[src/rtl/fwuart_tx.sv]
// Fixed-rate UART transmitter: one-entry holding register feeding a start/8-data/stop framer.
// Optional even-parity bit after data bit 7 when FWUART_TX_PARITY_EN is defined.
module fwuart_tx #(
  parameter int STOP_BITS = 1
) (
  input  logic       clock,
  input  logic       reset,
  input  logic [7:0] t_dat,
  input  logic       t_valid,
  output logic       t_ready,
  input  logic       clock_x16,
  output logic       tx,
  output logic       busy
);

  typedef enum logic [2:0] {
    IDLE,
    START,
    DATA,
`ifdef FWUART_TX_PARITY_EN
    PARITY,
`endif
    STOP
  } state_t;

  state_t     state;
  logic [3:0] cnt;
  logic [2:0] bit_idx;
  logic       stop_idx;
  logic       hold_full;
  logic [7:0] hold_reg;
  logic [7:0] shifter;
  logic       bit_end;

  assign bit_end = clock_x16 && (cnt == 4'd15);
  assign t_ready = !hold_full;
  assign busy    = (state != IDLE) || hold_full;

  always_ff @(posedge clock) begin
    if (reset) begin
      state     <= IDLE;
      cnt       <= '0;
      bit_idx   <= '0;
      stop_idx  <= 1'b0;
      hold_full <= 1'b0;
      hold_reg  <= '0;
      shifter   <= '0;
      tx        <= 1'b1;
    end else begin
      // Accept and transfer are mutually exclusive: accept needs hold_full=0, transfer needs 1.
      if (t_valid && !hold_full) begin
        hold_reg  <= t_dat;
        hold_full <= 1'b1;
      end
      if (clock_x16 && state != IDLE)
        cnt <= cnt + 4'd1;

      case (state)
        IDLE: begin
          if (hold_full) begin
            state     <= START;
            shifter   <= hold_reg;
            hold_full <= 1'b0;
            tx        <= 1'b0;
            cnt       <= '0;
          end
        end
        START: begin
          if (bit_end) begin
            state   <= DATA;
            bit_idx <= '0;
            tx      <= shifter[0];
            cnt     <= '0;
          end
        end
        DATA: begin
          if (bit_end) begin
            cnt <= '0;
            if (bit_idx == 3'd7) begin
`ifdef FWUART_TX_PARITY_EN
              state <= PARITY;
              tx    <= ^shifter;
`else
              state    <= STOP;
              tx       <= 1'b1;
              stop_idx <= 1'b0;
`endif
            end else begin
              bit_idx <= bit_idx + 3'd1;
              tx      <= shifter[bit_idx + 3'd1];
            end
          end
        end
`ifdef FWUART_TX_PARITY_EN
        PARITY: begin
          if (bit_end) begin
            state    <= STOP;
            tx       <= 1'b1;
            stop_idx <= 1'b0;
            cnt      <= '0;
          end
        end
`endif
        STOP: begin
          if (bit_end) begin
            cnt <= '0;
            if (STOP_BITS == 2 && !stop_idx) begin
              stop_idx <= 1'b1;
            end else if (hold_full) begin
              // Chain straight into the next frame with no idle cycle.
              state     <= START;
              shifter   <= hold_reg;
              hold_full <= 1'b0;
              tx        <= 1'b0;
            end else begin
              state <= IDLE;
              tx    <= 1'b1;
            end
          end
        end
        default: begin
          state <= IDLE;
          tx    <= 1'b1;
        end
      endcase
    end
  end

endmodule

[config.mk]
export PLATFORM = sky130hd
export DESIGN_NAME = fwuart_tx
export DESIGN_NICKNAME = d
export VERILOG_FILES = /design/src/rtl/fwuart_tx.sv
export SDC_FILE = /design/constraint.sdc
export NUM_CORES = 1
export LEC_CHECK = 0
export BUFFER_PORTS_ARGS = -buffer_cell sky130_fd_sc_hd__buf_2
export CORE_MARGIN = 1
export CORE_UTILIZATION = 56
export DETAILED_ROUTE_END_ITERATION = 8
export PLACE_DENSITY = 0.83
export SLEW_MARGIN = 20
export SYNTH_ARGS = -nofsm -noshare
export SYNTH_HDL_FRONTEND = slang
export SYNTH_SLANG_ARGS = --single-unit
[constraint.sdc]
create_clock -name clock -period 2.5 [get_ports clock]
set_clock_uncertainty 0.1 [all_clocks]
set_input_delay 0.25 -clock clock [delete_from_list [all_inputs] [get_ports clock]]
set_output_delay 0.25 -clock clock [all_outputs]
set_load 0.05 [all_outputs]
==> impl_metrics.xml <==
<?xml version="1.0" encoding="UTF-8"?>
<metrics>
  <group name="status">
    <metric name="status" unit="">finished clean</metric>
  </group>
  <group name="pwr">
    <metric name="leakagePower" unit="nW">0.600</metric>
    <metric name="power_density" unit="mW/mm²">867</metric>
    <metric name="peakVddDrop" unit="µV">633</metric>
    <metric name="power.total" unit="mW">1.30</metric>
  </group>
  <group name="synth">
    <metric name="synth_cell_types" unit="">37</metric>
    <metric name="synth-xor-area-share" unit="">0.0124</metric>
    <metric name="syn_nets" unit="">168</metric>
    <metric name="post_synthesis_mux_area_share" unit="">0.161</metric>
    <metric name="synthAdderAreaFrac" unit="">0.0707</metric>
    <metric name="fraction_of_the_mapped_netlist_area_in_compound_gates" unit="">0.107</metric>
    <metric name="synth_cells" unit="">148</metric>
    <metric name="yosysTopAreaCellShare" unit="">0.382</metric>
    <metric name="post_synthesis_sequential_element_count" unit="">27</metric>
    <metric name="synth_simple_gate_area_frac" unit="">0.208</metric>
    <metric name="synth_seq_area_share" unit="">0.382</metric>
    <metric name="netlist.top_cell.by_area" unit="">sky130_fd_sc_hd__dfxtp_1</metric>
    <metric name="yosysWarnings" unit="">0</metric>
    <metric name="synth.cell_area" unit="mm²">0.00142</metric>
    <metric name="synth.area.top_cells" unit="">sky130_fd_sc_hd__dfxtp_1 (38%), sky130_fd_sc_hd__mux2i_1 (11%), sky130_fd_sc_hd__ha_1 (7.1%)</metric>
    <metric name="syn_area_per_cell" unit="µm²">9.57</metric>
    <metric name="synth_top_family_by_area" unit="">simple AND/OR/NAND/NOR gates</metric>
  </group>
  <group name="grt">
    <metric name="first_global_vias" unit="">985</metric>
    <metric name="global_route.usage.total" unit="">0.207</metric>
    <metric name="grt_antenna_before_repair" unit="">0</metric>
    <metric name="grt_pass1_wl" unit="mm">4.20</metric>
    <metric name="maximum_number_of_pins_on_one_net_before_global_route_repair" unit="">21</metric>
    <metric name="overflow" unit="">0</metric>
  </group>
  <group name="critical_path">
    <metric name="worst_setup_path_end_kind" unit="">primary output</metric>
    <metric name="critPathKind" unit="">reg2out</metric>
    <metric name="worstPathRequired" unit="ns">2.15</metric>
    <metric name="slowest_cell_on_the_critical_path" unit="">sky130_fd_sc_hd__dfxtp_1</metric>
    <metric name="crit_path_start_kind" unit="">register</metric>
    <metric name="critical_path.max_fanout" unit="">8</metric>
    <metric name="timing.critical_path.slowest_cell_delay" unit="ns">0.42</metric>
    <metric name="cp_cell_sequence" unit="">inv_1, ha_1, nand2b_2, buf_2</metric>
    <metric name="crit_arrival" unit="ns">1.68</metric>
  </group>
  <group name="placement">
    <metric name="dp_hpwl" unit="mm">1.96</metric>
    <metric name="place_ws" unit="ns">0.702</metric>
    <metric name="routabilityCongestion" unit="">0.821</metric>
    <metric name="placement.io_buffers" unit="">14</metric>
    <metric name="dpl_cell_area" unit="mm²">0.00146</metric>
    <metric name="placed_cells_incl_taps" unit="">184</metric>
  </group>
  <group name="die">
    <metric name="floorplan.die.width" unit="µm">52.3</metric>
    <metric name="core_area" unit="mm²">0.00230</metric>
    <metric name="die_height" unit="µm">52.3</metric>
    <metric name="boundaryPins" unit="">15</metric>
    <metric name="start_util" unit="">0.617</metric>
    <metric name="floorplan.die_area" unit="mm²">0.00273</metric>
    <metric name="fp-row-count" unit="">17</metric>
  </group>
  <group name="clock_network">
    <metric name="cts-buffers-inserted" unit="">3</metric>
    <metric name="cts.reportedPaths.clkPinSlew" unit="ns">0.15</metric>
    <metric name="post_cts_buffers" unit="">0</metric>
    <metric name="root_buffer_cell" unit="">sky130_fd_sc_hd__clkbuf_4</metric>
    <metric name="tritoncts" unit="">yes</metric>
    <metric name="tritoncts_num_sinks" unit="">27</metric>
    <metric name="cts-htree-levels" unit="">1</metric>
    <metric name="clock_path_buffers" unit="">2</metric>
    <metric name="clkLatencyLatePin" unit="ns">0.34</metric>
    <metric name="post_cts_resized" unit="">0</metric>
    <metric name="post_cts_hold_fix_bufs" unit="">0</metric>
  </group>
  <group name="drt">
    <metric name="drt-pass1-iter-count" unit="">4</metric>
    <metric name="route.detailed.vias_per_inst" unit="">5.83</metric>
    <metric name="wirelength" unit="mm">2.59</metric>
    <metric name="num_vias" unit="">1096</metric>
    <metric name="post-route-drc-count" unit="">0</metric>
    <metric name="antenna_violating_nets_post_route" unit="">0</metric>
    <metric name="first_drt_iteration_drcs" unit="">20</metric>
    <metric name="avgRoutedWirePerCell" unit="µm">13.8</metric>
  </group>
  <group name="layout">
    <metric name="finalNonFillerCells" unit="">188</metric>
    <metric name="layout.cells.most_common_list" unit="">sky130_fd_sc_hd__dfxtp_1 (27), sky130_fd_sc_hd__nand2_1 (26), sky130_fd_sc_hd__mux2i_1 (16), sky130_fd_sc_hd__nor2_1 (15), sky130_fd_sc_hd__buf_2 (14)</metric>
    <metric name="final_area" unit="mm²">0.00150</metric>
    <metric name="num-nets-final" unit="">181</metric>
    <metric name="n_antenna_cell" unit="">0</metric>
    <metric name="fraction_of_layout_cells_with_a_size_suffix_above_1" unit="">0.169</metric>
    <metric name="area_growth" unit="%">5.57</metric>
    <metric name="layout_commonest_cell" unit="">sky130_fd_sc_hd__dfxtp_1</metric>
    <metric name="post-route-util" unit="">0.651</metric>
  </group>
  <group name="timing">
    <metric name="fin_hold_ws" unit="ns">0.0402</metric>
    <metric name="timing.setup.tns" unit="ns">0</metric>
    <metric name="slew-limit-headroom" unit="">0.647</metric>
    <metric name="max_slew.worst_pin.slew" unit="ns">0.528</metric>
    <metric name="fmax" unit="GHz">0.493</metric>
    <metric name="unrepaired_setup_endpoints_after_global_routing" unit="">no</metric>
    <metric name="finalMaxSlewViolations" unit="">0</metric>
    <metric name="count_of_endpoints_failing_setup_in_the_final_report" unit="">0</metric>
    <metric name="period_minus_slack" unit="ns">2.03</metric>
    <metric name="setup_ws" unit="ns">0.473</metric>
    <metric name="timing_hold_violations_final" unit="">0</metric>
    <metric name="finalCritPeriodShare" unit="">0.811</metric>
  </group>
  <group name="flow_run">
    <metric name="max_cap_viol_count" unit="">0</metric>
  </group>
  <group name="min_path">
    <metric name="worst_hold_path_type" unit="">in2reg</metric>
  </group>
</metrics>
## power breakdown
group	switching (mW)	total [mW]	leakage, nW	internal, mW
logic	0.359	0.565	0.362	0.206
registers	0.0406	0.525	0.220	0.484
clock network	0.142	0.208	0.0183	0.0655
total	0.541	1.30	0.600	0.756
## layer usage
layer  part of all wire  GRT usage  wire, µm  up-vias
met4              0.017     0.0746        43        0
met2               0.50      0.378      1290       36
met3              0.055     0.0580       142        7
met5                  0          0         0        -
met1               0.43      0.224      1120      510
li1                   -          -         -      543
## kinds of logic (layout without fill, tap and decap cells)
kind of cell | after synthesis | count (layout)
flip-flops | 27 | 27
AND/OR/NAND/NOR | 59 | 59
buffers and inverters | 12 | 24
adder cells (fa/ha/maj) | 8 | 8
multiplexers | 19 | 19
AO/OA/AOI/OAI | 21 | 21
XOR/XNOR | 2 | 2
## final cells by class
class	count	area [µm²]
fillers	208	802
multi-input cells	109	792
flip-flops and latches	27	541
repair buffers	15	77.6
well taps	28	35.0
clock buffers	3	22.5
inverters	5	18.8
clock inverters	1	8.76
## critical path, delay by kind of cell (launching register included)
family,cells,cell delay (ns)
simple gates,1,0.20
fa+ha+maj,1,0.33
flops,1,0.42
buf+inv,2,0.39
## synthesized netlist by cell type
cell type and count:
sky130_fd_sc_hd__xor2_1 2, sky130_fd_sc_hd__a21oi_1 7, sky130_fd_sc_hd__o21ai_0 4, sky130_fd_sc_hd__nand2_1 26, sky130_fd_sc_hd__o211ai_1 1, sky130_fd_sc_hd__mux2i_4 1, sky130_fd_sc_hd__nand3_4 1, sky130_fd_sc_hd__nor2_1 15
sky130_fd_sc_hd__nand3_1 1, sky130_fd_sc_hd__and4_1 1, sky130_fd_sc_hd__nor2_8 1, sky130_fd_sc_hd__clkbuf_1 2, sky130_fd_sc_hd__o21ai_1 1, sky130_fd_sc_hd__nor3_1 1, sky130_fd_sc_hd__a211oi_1 1, sky130_fd_sc_hd__inv_1 5
sky130_fd_sc_hd__mux2i_1 16, sky130_fd_sc_hd__dfxtp_1 27, sky130_fd_sc_hd__o211ai_4 1, sky130_fd_sc_hd__a2111oi_0 1, sky130_fd_sc_hd__nand4_1 5, sky130_fd_sc_hd__ha_1 8, sky130_fd_sc_hd__clkbuf_8 3, sky130_fd_sc_hd__and3_1 1
sky130_fd_sc_hd__mux4_2 2, sky130_fd_sc_hd__nor4_1 2, sky130_fd_sc_hd__a21o_1 1, sky130_fd_sc_hd__buf_6 1, sky130_fd_sc_hd__a41o_1 1, sky130_fd_sc_hd__buf_2 1, sky130_fd_sc_hd__a22o_1 1, sky130_fd_sc_hd__nand2b_1 1
sky130_fd_sc_hd__nor2b_1 2, sky130_fd_sc_hd__a211o_1 1, sky130_fd_sc_hd__nand2b_2 1, sky130_fd_sc_hd__o221a_2 1, sky130_fd_sc_hd__nand3b_1 1
## worst paths after layout
kind / startpoint / to / slack [ns] / cells past startpoint
max: state[0] / busy / 0.47 / 4
min: t_dat[7] / hold_reg[7] / 0.04 / 3
max reg2reg: cnt[0] / shifter[1] / 0.66 / 5
min reg2reg: bit_idx[1] / bit_idx[1] / 0.37 / 2
(Power assumes the default switching activity.)
